<file path="src/rtl/m_64spi.sv">
// m_64spi: SPI mode-0 master running one full-duplex 64-bit MSB-first frame per start.
// A single shift register sends from its MSB and collects synchronized MISO into its LSB.
module m_64spi #(
  parameter int CLK_DIV = 4
) (
  input  logic        clk,
  input  logic        reset,
  input  logic        start,
  input  logic [63:0] tx_data,
  output logic [63:0] rx_data,
  output logic        busy,
  output logic        done,
  output logic        SCLK,
  output logic        MOSI,
  input  logic        MISO,
  output logic        SS
);

  localparam logic [7:0] DIV_LAST = 8'(CLK_DIV - 1);

  typedef enum logic [2:0] {
    IDLE,
    SETUP,
    XFER,
    HOLD,
    GAP
  } state_t;

  state_t      state_reg, state_next;
  logic [7:0]  div_reg, div_next;
  logic [6:0]  tog_reg, tog_next;
  logic [63:0] shift_reg, shift_next;
  logic [63:0] rx_reg, rx_next;
  logic        sclk_reg, sclk_next;
  logic        mosi_reg, mosi_next;
  logic        ss_reg, ss_next;
  logic        busy_reg, busy_next;
  logic        done_reg, done_next;
  logic        miso_meta_reg, miso_sync_reg;
  logic        div_end;

  assign div_end = (div_reg == DIV_LAST);

  always_ff @(posedge clk or negedge reset) begin
    if (!reset) begin
      miso_meta_reg <= 1'b0;
      miso_sync_reg <= 1'b0;
    end else begin
      miso_meta_reg <= MISO;
      miso_sync_reg <= miso_meta_reg;
    end
  end

  always_ff @(posedge clk or negedge reset) begin
    if (!reset) begin
      state_reg <= IDLE;
      div_reg   <= 8'd0;
      tog_reg   <= 7'd0;
      shift_reg <= 64'd0;
      rx_reg    <= 64'd0;
      sclk_reg  <= 1'b0;
      mosi_reg  <= 1'b0;
      ss_reg    <= 1'b1;
      busy_reg  <= 1'b0;
      done_reg  <= 1'b0;
    end else begin
      state_reg <= state_next;
      div_reg   <= div_next;
      tog_reg   <= tog_next;
      shift_reg <= shift_next;
      rx_reg    <= rx_next;
      sclk_reg  <= sclk_next;
      mosi_reg  <= mosi_next;
      ss_reg    <= ss_next;
      busy_reg  <= busy_next;
      done_reg  <= done_next;
    end
  end

  always_comb begin
    state_next = state_reg;
    div_next   = div_reg;
    tog_next   = tog_reg;
    shift_next = shift_reg;
    rx_next    = rx_reg;
    sclk_next  = sclk_reg;
    mosi_next  = mosi_reg;
    ss_next    = ss_reg;
    busy_next  = busy_reg;
    done_next  = 1'b0;

    case (state_reg)
      IDLE: begin
        if (start) begin
          shift_next = tx_data;
          mosi_next  = tx_data[63];
          ss_next    = 1'b0;
          busy_next  = 1'b1;
          div_next   = 8'd0;
          tog_next   = 7'd0;
          state_next = SETUP;
        end
      end

      SETUP: begin
        // Leaving SETUP produces the first SCLK rise, so it counts as toggle one.
        if (div_end) begin
          div_next   = 8'd0;
          sclk_next  = 1'b1;
          tog_next   = tog_reg + 7'd1;
          state_next = XFER;
        end else begin
          div_next = div_reg + 8'd1;
        end
      end

      XFER: begin
        if (div_end) begin
          div_next  = 8'd0;
          sclk_next = ~sclk_reg;
          tog_next  = tog_reg + 7'd1;
          if (sclk_reg) begin
            shift_next = {shift_reg[62:0], miso_sync_reg};
            // The last fall leaves MOSI on the final bit.
            if (tog_reg != 7'd127) begin
              mosi_next = shift_reg[62];
            end
          end
          if (tog_reg == 7'd127) begin
            state_next = HOLD;
          end
        end else begin
          div_next = div_reg + 8'd1;
        end
      end

      HOLD: begin
        if (div_end) begin
          div_next   = 8'd0;
          ss_next    = 1'b1;
          state_next = GAP;
        end else begin
          div_next = div_reg + 8'd1;
        end
      end

      GAP: begin
        if (div_end) begin
          div_next   = 8'd0;
          rx_next    = shift_reg;
          done_next  = 1'b1;
          busy_next  = 1'b0;
          state_next = IDLE;
        end else begin
          div_next = div_reg + 8'd1;
        end
      end

      default: begin
        state_next = IDLE;
      end
    endcase
  end

  assign rx_data = rx_reg;
  assign busy    = busy_reg;
  assign done    = done_reg;
  assign SCLK    = sclk_reg;
  assign MOSI    = mosi_reg;
  assign SS      = ss_reg;

endmodule

</file>
<file path="config.mk">
export PLATFORM = sky130hd
export DESIGN_NAME = m_64spi
export DESIGN_NICKNAME = d
export VERILOG_FILES = /design/src/rtl/m_64spi.sv
export SDC_FILE = /design/constraint.sdc
export NUM_CORES = 1
export LEC_CHECK = 0
export CORE_MARGIN = 3
export CORE_UTILIZATION = 58
export CTS_BUF_LIST = sky130_fd_sc_hd__clkbuf_4 sky130_fd_sc_hd__clkbuf_8
export DETAILED_ROUTE_END_ITERATION = 12
export DONT_BUFFER_PORTS = 1
export GPL_TIMING_DRIVEN = 0
export PLACE_DENSITY_LB_ADDON = 0.2
export SYNTH_ARGS = -nofsm -noshare
export SYNTH_HDL_FRONTEND = slang
export SYNTH_SLANG_ARGS = --single-unit
</file>
<file path="constraint.sdc">
create_clock -name clk -period 2.37 [get_ports clk]
set_clock_uncertainty 0.15 [all_clocks]
set_input_delay 0.474 -clock clk [delete_from_list [all_inputs] [get_ports clk]]
set_output_delay 0.474 -clock clk [all_outputs]
set_load 0.02 [all_outputs]
</file>
==> impl_results.md, run 1 <==
- Hold Slack: -423 ps
- Initial antenna violation count: 1
- Clock buffers created by TritonCTS: 17
- Most frequently used flop master after synthesis: sky130_fd_sc_hd__dfrtp_1
- Outcome: complete, but fails checks
- Starting DRC count in detailed routing: between 200 and 300
- Power per cell area: roughly 600 nW/um^2
- Port buffer count: 0
- Largest fanout on the critical path: 10
- Dominant cell by count in the synthesized netlist: sky130_fd_sc_hd__mux2_2
- Relative max-transition margin: about three fifths
- Nets: just under 600
- Post-synthesis cell type with the largest combined area: sky130_fd_sc_hd__dfrtp_1
- First-pass GRT wire length: 21700 um
- Critical path class: flip-flop to flip-flop
- Number of nets still failing antenna checks after routing: 0
- Arrival time of the worst setup path: approximately 2500 ps
- CTS Root Buffer Type: sky130_fd_sc_hd__clkbuf_8
- Pin count of the biggest net entering global routing: 154
- Post-Route Setup TNS: 0 ps
- Mean routed wirelength per cell: 19.8 um
- Half-perimeter wire length of the detailed placement result: 9030 um
- Synthesized flop and latch total: around 150
- Synth warn: 0
- Final Total Pwr: between 4 and 5 mW
- GRT Util Overall: about a fifth
- Congestion Overflow GR: 0
- Clock tree from TritonCTS: built
- Total number of vias: around 4000
- EDFF count, synth: 0
- Violations in the final reports: negative hold slack
- Pre-antenna DRT Iters: 4
- Internal reg-to-reg setup slack: roughly 94 ps
- Capturing element type of the critical path: flip-flop
- Die area: between 10000 and 15000 um^2
- # DRC: 0
- Most numerous cell types in the synthesized netlist: sky130_fd_sc_hd__mux2_2, sky130_fd_sc_hd__dfrtp_1, sky130_fd_sc_hd__mux2_1, sky130_fd_sc_hd__buf_2, sky130_fd_sc_hd__nand3_1
- CP Launch Type: flip-flop
- Final max-slew violation count: 0
- Site Rows: 39
- Detailed-route vias per instance: around 6
- Deepest clock path buffer count: 2
- Effective utilization at floorplan: between 50% and 60%
- Gate count of the mapped netlist: slightly below 500
- Number of inserted filler cells in the final layout: around 840
- Clock latency of the later-clocked register in the worst-skew pair: between 400 and 500 ps
- Total wirelength of the detailed-routed design: 13200 um
- HP Class: primary input to asynchronous set/reset pin
- Standby leakage power: approximately 3.9 nW
- Crit Reg-Reg Endpoint: shift_reg[26]
- Launch instance of the worst register-to-register path: div_reg[2]
- Core Footprint: about 11000 um^2
- Final setup viols: 0
- Share of flip-flops with an asynchronous set or reset after synthesis: between 90% and 100%
- Die Y-Extent: 115 um
- Setup repair after global routing missed its margin: false
- Peak VDD IR: around 0.00054 V
- Via count of the first global-routing pass: 4243
- Num Clock Sinks: approximately 150
- Clock transition time at the flip-flop clock pins of the worst setup and hold paths: around 90 ps
- Ports placed on the boundary: between 100 and 150
- Final Critical Period: around 2300 ps
- Register-to-Register Path Depth: 6
- Post-route clock period utilization: just under 100%
- Maximum clock frequency: 439 MHz
- Global placer's final weighted congestion: 0.787
- Count of max-cap constraint violations: 0
- Avg Inst Size Synth: around 14 um^2
- Endpoints failing hold: about 150
- Cell Area, Synth: 6850 um^2
- Required time of the critical path: ~2500 ps
- Least-Margin Pin Slew: slightly below 600 ps
- Syn nets: roughly 550
- Horizontal extent of the die: 115 um
- P&R area growth vs syn: 10.6%
- Antenna diode count: 0
- Count of cell types in the netlist: 43
- Sequential element share of the synthesized area: between 50% and 60%
- Main area contributors after synthesis: sky130_fd_sc_hd__dfrtp_1, sky130_fd_sc_hd__mux2_2, sky130_fd_sc_hd__mux2_1, sky130_fd_sc_hd__buf_2, sky130_fd_sc_hd__nand3_1
- Share of Yosys cell area claimed by the top area cell type: between 50 and 60%
- # H-tree levels: 4
- Post-cts hold buffer count: 1
- Fraction of layout instances using a drive strength above 1: a little under half
logic make-up (layout without fill, tap and decap cells):
group / after synthesis / in the layout / share of synthesized area (%)
adder cells (fa/ha/maj): 2 / 2 / 0.365
multiplexers: 197 / 197 / 32.3
AND/OR/NAND/NOR: 62 / 62 / 5.21
flip-flops: 153 / 153 / 55.9
XOR/XNOR: 5 / 5 / 0.640
AO/OA/AOI/OAI: 33 / 33 / 3.40
buffers and inverters: 29 / 71 / 2.14
per-layer routing:
| layer | vias to the layer above | share of wire (%) | track usage (%) |
|---|---|---|---|
| met5 | - | 0.098 | 0 |
| met4 | 2 | 2.4 | 9.34 |
| met3 | 25 | 6.7 | 8.09 |
| met2 | 116 | 49 | 33.4 |
| met1 | 2027 | 42 | 26.5 |
| li1 | 1820 | - | - |
worst max-delay path by stage:
stage,from,endpoint
final,div_reg[2],shift_reg[26]
after floorplan,div_reg[0],shift_reg[23]
after CTS,div_reg[0],rx_data[27]
after detailed placement,div_reg[0],shift_reg[52]
after global routing,state_reg[1],shift_reg[26]
after global placement,div_reg[0],shift_reg[30]
critical path, cell delays in order, from the launching register on:
cell,delay (ps)
sky130_fd_sc_hd__dfrtp_1,470
sky130_fd_sc_hd__nor4_4,410
sky130_fd_sc_hd__nand3_1,230
sky130_fd_sc_hd__a2bb2oi_4,210
sky130_fd_sc_hd__buf_12,130
sky130_fd_sc_hd__buf_4,190
sky130_fd_sc_hd__mux2_2,360
cells in the final DEF (no fill, tap or decap), drive strengths merged, types with 2 or more instances in the layout:
master	instances
nor2	12
or4	2
dfrtp	152
or3	4
ha	2
clkbuf	35
clkinvlp	3
o31ai	2
mux2i	3
buf	22
mux2	194
xnor2	2
a21oi	9
nand2	11
inv	3
a31oi	5
bufinv	2
nand3b	2
a221oi	2
nand3	12
clkinv	5
xor2	3
nand4	5
o21ai	6
nor3b	4
and3	4
what timing repair did:
item                                    4_1_cts  5_1_grt
endpoints found under the setup margin      125      128
endpoints found under the hold margin       154      153
resized for setup                             5       11
setup buffers                                 5        5
pin swaps                                     3        1
cell type report:
| class | instances | area [um^2] | area share, % |
|---|---|---|---|
| Sequential cell | 153 | 3830 | 50.6 |
| Multi-Input combinational cell | 299 | 2890 | 38.2 |
| Clock buffer | 22 | 290 | 3.83 |
| Tap cell | 143 | 179 | 2.36 |
| Buffer | 25 | 151 | 2.00 |
| Clock inverter | 10 | 119 | 1.57 |
| Timing Repair Buffer | 11 | 97.6 | 1.29 |
| Inverter | 3 | 11.3 | 0.149 |
metrics by stage:
step	area [um^2]	instances	worst slack, ps	util [%]	hold WS (ps)
5_1_grt	7570	666	10.1	66.0	-472
4_1_cts	7520	662	9.78	65.6	-459
3_3_place_gp	7030	624	-400	61.3	33.1
6_report	7570	666	93.8	66.0	-423
2_1_floorplan	6850	481	99.9	-	28.4
3_5_place_dp	7030	624	-447	61.3	32.0
where the power goes:
group          total [mW]  switching, mW  internal, mW  leakage [nW]
clock network        1.98          0.941          1.04         0.202
logic              0.0134        0.00294        0.0105          1.59
registers            2.62        0.00392          2.62          2.07
total                4.62          0.948          3.67          3.87
Note: power is estimated with default switching activity, not from simulation.
==> run 2, diff against run 1 <==
REMOVE_ABC_BUFFERS = 1   (was not set)
SETUP_SLACK_MARGIN = 0.5   (was not set)
==> impl_results.md, run 2 (same netlist as run 1, synthesis figures left out) <==
- Detailed-route vias per instance: 6.16
- Met1 layer usage reported by global route: roughly 30%
- Crit path max-delay cell type: sky130_fd_sc_hd__dfrtp_2
- Relative max-transition margin: 72.7%
- Fraction of layout instances using a drive strength above 1: between 60% and 70%
- Global placer's final weighted congestion: between 0.7 and 0.8
- Arrival time of the worst setup path: 2370 ps
- Number of nets still failing antenna checks after routing: 0
- Largest fanout on the critical path: 8
- HP Class: primary input to asynchronous set/reset pin
- Least-Margin Pin Slew: between 400 and 500 ps
- List of cells traversed by the critical path: nor4_4, buf_4, nand4_1, buf_6, buf_12, buf_16, mux2_2
- Most frequent cells in the layout: sky130_fd_sc_hd__dfrtp_1, sky130_fd_sc_hd__mux2_2, sky130_fd_sc_hd__mux2_4
- Cell family with most CP delay: buffers and inverters
- Pre-antenna DRT Iters: 6
- Clock tree from TritonCTS: built
- Deepest clock path buffer count: 2
- Final Critical Period: 2180 ps
- Effective utilization at floorplan: 59.7%
- Final setup viols: 0
- Power per cell area: between 500 and 600 nW/um^2
- # H-tree levels: 4
- # DRC: 0
- Maximum clock frequency: between 400 and 500 MHz
- Die Y-Extent: roughly 110 um
- CP Buf/Inv Count: 4
- Clock transition time at the flip-flop clock pins of the worst setup and hold paths: ~80 ps
- Number of inserted filler cells in the final layout: ~630
- CTS Root Buffer Type: sky130_fd_sc_hd__clkbuf_8
- Endpoints failing hold: 153
- Final max-slew violation count: 0
- Launch instance of the worst register-to-register path: div_reg[2]
- Critical path class: flip-flop to flip-flop
- Congestion Overflow GR: 0
- Combinational share of power: less than 1%
- Starting DRC count in detailed routing: between 200 and 300
- Leading cell type in the layout, fill and taps excluded: sky130_fd_sc_hd__dfrtp_1
- Global routing usage on met3: a little under a tenth
- CP Launch Type: flip-flop
- Switching power: roughly 1 mW
- Placed cell areas: approximately 7100 um^2
- Port buffer count: 0
- Post-cts hold buffer count: 1
- Flop pwr share: roughly 57%
- Horizontal extent of the die: 115 um
- Most congested layer reported by global routing: met2
- Required time of the critical path: between 2000 and 3000 ps
- First-pass GRT wire length: 25200 um
- Clock buffers created by TritonCTS: 17
- Crit path largest cell delay: roughly 430 ps
- Nets: 636
- Half-perimeter wire length of the detailed placement result: approximately 8700 um
- Count of max-cap constraint violations: 0
- Site Rows: 39
- Hold Slack: -443 ps
- Clock power frac: 42.8%
- Mean routed wirelength per cell: 23.9 um
- Setup repair after global routing missed its margin: true
- Total number of vias: 4456
- Die area: around 13000 um^2
- Standby leakage power: 4.56 nW
- Post-route clock period utilization: between 90% and 100%
- Internal power contribution: 3.60 mW
- Total wirelength of the detailed-routed design: around 17000 um
- Via count of the first global-routing pass: about 4700
- Startpoint of the worst setup timing path: div_reg[2]
- GRT Util Overall: about a quarter
- Outcome: complete, but fails checks
- Clock latency of the later-clocked register in the worst-skew pair: 460 ps
- Violations in the final reports: negative hold slack
- Peak VDD IR: about 0.0007 V
- Net switching share of the total power: 22.0%
- Num Clock Sinks: around 150
- Ports placed on the boundary: 137
- Final Total Pwr: about 4.6 mW
- Pin count of the biggest net entering global routing: between 150 and 200
- Met2 Track Usage GR: 43.7%
- Core Footprint: roughly 11000 um^2
- Initial antenna violation count: 1
- P&R area growth vs syn: 31.7%
- Final instance area: around 9000 um^2
- Capturing element type of the critical path: flip-flop
## run 2: cell types whose count changed in the layout (fill, tap and decap cells not counted), sizes merged
cell	change
buf	+65
inv	+1
clkbuf	-14
bufbuf	+1
diode	+1
clkinv	+3
## run 2: layout make-up
cell class / count / area [um^2] / area share [%]
flip-flops and latches: 153 / 3840 / 42.5
multi-input cells: 299 / 3320 / 36.8
repair buffers: 92 / 1270 / 14.1
clock buffers: 18 / 248 / 2.75
well taps: 143 / 179 / 1.98
clock inverters: 14 / 150 / 1.67
inverters: 3 / 11.3 / 0.125
diodes: 1 / 2.50 / 0.0278
## run 2: repair_timing
item,CTS,global route
pin swaps,13,12
endpoints found under the setup margin,150,147
endpoints found under the hold margin,154,153
cloned,11,4
gates resized for setup,87,86
buffers inserted,48,16
## run 2: power by group through the flow
stage,Clock [mW],Combinational [mW],Sequential [mW]
after floorplan,0,0.0110,2.67
after global placement,0,0.0114,2.67
after detailed placement,0,0.0117,2.67
after CTS,2.00,0.0144,2.62
after global routing,2.11,0.0200,2.62
final,1.97,0.0187,2.62
## run 2: per-stage QoR
stage	util [%]	instances	hold slack, ps	worst slack [ps]	setup TNS (ps)
after floorplan	-	455	28.4	-5780	-487090
after global placement	60.1	598	31.7	-9380	-840300
after detailed placement	61.6	610	31.7	-848	-83290
after CTS	74.0	702	-471	249	0
after global routing	78.6	723	-480	130	0
final	78.6	723	-443	194	0
## run 2: layer usage
metal,share of wire [%],vias to the layer above
met4,1.9,0
met1,39,2310
li1,-,1932
met2,53,174
met5,0,-
met3,6.7,40
## run 2: path summary, 6_finish.rpt
path                                 end  slack [ps]  cells after the start
setup / recovery             rx_data[43]         190                      7
hold / removal             shift_reg[18]        -440                      0
setup reg to reg             rx_data[43]         190                      7
hold reg to reg            miso_sync_reg         220                      0
max in group asynchronous             SS        2290                      0
min in group clk                    MOSI         120                      2
==> run 3, diff against run 2 <==
ABC_AREA = 1   (was not set)
==> impl_results.md, run 3 <==
- Nets: about 1000
- Largest fanout on the critical path: 8
- Most frequent cells in the layout: sky130_fd_sc_hd__nand2_1, sky130_fd_sc_hd__dfrtp_1, sky130_fd_sc_hd__nand3_1
- Met2 Track Usage GR: roughly half
- P&R area growth vs syn: 18.5%
- Number of nets still failing antenna checks after routing: 0
- Outcome: complete, but fails checks
- Count of max-cap constraint violations: 0
- Starting DRC count in detailed routing: roughly 940
- Most congested layer reported by global routing: met2
- Horizontal extent of the die: ~120 um
- Global placer's final weighted congestion: between 0.8 and 0.9
- Post-synthesis cell type with the largest combined area: sky130_fd_sc_hd__dfrtp_1
- Congestion Overflow GR: 0
- Die area: roughly 14000 um^2
- Maximum clock frequency: around 530 MHz
- EDFF count, synth: 0
- Num Clock Sinks: 153
- HP Class: primary input to asynchronous set/reset pin
- List of cells traversed by the critical path: inv_2, nand2_1, nor2_4, buf_4, buf_6, nor2_4, nand2_2, nand2_2, o21ai_1
- Port buffer count: 0
- Crit path largest cell delay: 540 ps
- Count of cell types in the netlist: 25
- CP Buf/Inv Count: 3
- First-pass GRT wire length: between 30000 and 40000 um
- Die Y-Extent: ~120 um
- Fraction of layout instances using a drive strength above 1: ~15%
- GRT Util Overall: 32.7%
- Critical path class: flip-flop to flip-flop
- Required time of the critical path: 2580 ps
- Post-cts hold buffer count: 1
- Detailed-route vias per instance: around 6
- Clock tree from TritonCTS: built
- Deepest clock path buffer count: 2
- # DRC: 0
- Post-route clock period utilization: 79.9%
- Total number of vias: between 7000 and 8000
- Capturing element type of the critical path: flip-flop
- Pre-antenna DRT Iters: 7
- Core Footprint: between 10000 and 15000 um^2
- CTS Root Buffer Type: sky130_fd_sc_hd__clkbuf_8
- Ports placed on the boundary: around 140
- Final setup viols: 0
- Site Rows: 40
- Mean routed wirelength per cell: roughly 21 um
- Standby leakage power: approximately 4.7 nW
- Met1 layer usage reported by global route: 44.1%
- Synth warn: 0
- Peak VDD IR: 0.000855 V
- Least-Margin Pin Slew: 632 ps
- Crit path max-delay cell type: sky130_fd_sc_hd__dfrtp_4
- Final instance area: 8770 um^2
- Most numerous cell types in the synthesized netlist: sky130_fd_sc_hd__nand2_1, sky130_fd_sc_hd__dfrtp_1, sky130_fd_sc_hd__nand3_1, sky130_fd_sc_hd__nand4_1, sky130_fd_sc_hd__buf_2
- Power per cell area: approximately 1700 nW/um^2
- Most frequently used flop master after synthesis: sky130_fd_sc_hd__dfrtp_1
- Effective utilization at floorplan: around three fifths
- Clock transition time at the flip-flop clock pins of the worst setup and hold paths: around 80 ps
- Arrival time of the worst setup path: 2100 ps
- Clock buffers created by TritonCTS: 17
- Share of flip-flops with an asynchronous set or reset after synthesis: between 90% and 100%
- Number of inserted filler cells in the final layout: around 950
- Relative max-transition margin: approximately 58%
- Non-filler instance count after layout: about 1200
- Synthesized flop and latch total: approximately 150
- Final max-slew violation count: 0
- Avg Inst Size Synth: 7.77 um^2
- Total wirelength of the detailed-routed design: ~24000 um
- Cell family with most CP delay: flip-flops
- Global routing usage on met3: about 8.1%
- Antenna diode count: 0
- Cell Area, Synth: about 7400 um^2
- Via count of the first global-routing pass: 6542
- Pin count of the biggest net entering global routing: ~150
- Half-perimeter wire length of the detailed placement result: 10200 um
- Main area contributors after synthesis: sky130_fd_sc_hd__dfrtp_1, sky130_fd_sc_hd__nand2_1, sky130_fd_sc_hd__nand3_1, sky130_fd_sc_hd__nand4_1, sky130_fd_sc_hd__buf_4
- Clock latency of the later-clocked register in the worst-skew pair: ~450 ps
- Placed cell areas: 7300 um^2
- Hold Slack: -437 ps
- Final Critical Period: ~1900 ps
- Leading cell type in the layout, fill and taps excluded: sky130_fd_sc_hd__nand2_1
- CP Launch Type: flip-flop
- # H-tree levels: 4
- Dominant cell by count in the synthesized netlist: sky130_fd_sc_hd__nand2_1
- Endpoints failing hold: about 150
- Placed Instances: 1060
- Violations in the final reports: negative hold slack
- Sequential element share of the synthesized area: between 50% and 60%
- Setup repair after global routing missed its margin: true
- Initial antenna violation count: 0
- Gate count of the mapped netlist: approximately 950
- Share of Yosys cell area claimed by the top area cell type: 51.4%
## run 3: worst reg2reg max path, delay by kind of cell (launching register included)
family	cells	cell delay (ps)
compound gates	1	210
flops	1	540
simple gates	5	540
buf+inv	3	370
## run 3: path summary, 6_finish.rpt
path                          startpoint             to  slack (ps)  cells past startpoint
setup reg to reg            state_reg[1]   state_reg[2]         480                      9
min in group clk             tx_data[31]  shift_reg[31]         120                      4
max in group asynchronous          reset             SS        2220                      0
hold / removal                     reset  shift_reg[10]        -440                      0
setup / recovery            state_reg[1]   state_reg[2]         480                      9
hold reg to reg            miso_meta_reg  miso_sync_reg         210                      0
## run 3: logic make-up after synthesis
group,count (synthesis),synth area share [%]
flops,153,51.7
compound gates,14,0.964
xor+xnor,4,0.473
simple gates,697,40.0
fa+ha+maj,2,0.338
buf+inv,82,6.48
## run 3: report_power, final
| part | internal, mW | switching [mW] | leakage, nW |
|---|---|---|---|
| logic | 2.40 | 4.43 | 2.47 |
| clock network | 1.36 | 1.00 | 0.232 |
| registers | 3.82 | 1.68 | 2.00 |
| total | 7.58 | 7.12 | 4.70 |
## run 3: routing by layer
| metal | wire length [um] | share of wire [%] | up-vias |
|---|---|---|---|
| met2 | 10900 | 46 | 456 |
| li1 | - | - | 3144 |
| met3 | 2770 | 12 | 74 |
| met1 | 9120 | 38 | 3363 |
| met4 | 914 | 3.8 | 0 |
| met5 | 0 | 0 | - |
## run 3: layout make-up
type / instances / area [um^2] / area share [%]
Tap cell: 168 / 210 / 2.40
Multi-Input combinational cell: 733 / 3550 / 40.5
Inverter: 18 / 72.6 / 0.828
Sequential cell: 153 / 3840 / 43.8
Timing Repair Buffer: 55 / 626 / 7.13
Clock buffer: 18 / 241 / 2.75
Clock inverter: 14 / 228 / 2.60
## run 3: per-stage QoR
step           setup TNS [ps]  setup slack (ps)  utilization, %  power (mW)
2_1_floorplan         -199730             -1880               -        8.41
3_3_place_gp          -516370             -4390            58.7        9.64
3_5_place_dp          -114280             -1590            59.5        9.85
4_1_cts                     0               473            69.7        14.0
5_1_grt                     0               456            71.5        15.5
6_report                    0               476            71.5        14.7
## run 3: repair_timing
action | in CTS | in global routing
setup buffers | 33 | 14
pin swaps | 15 | 10
endpoints found under the hold margin | 154 | 153
endpoints found under the setup margin | 149 | 130
cloned | 16 | 3
resized for setup | 48 | 20
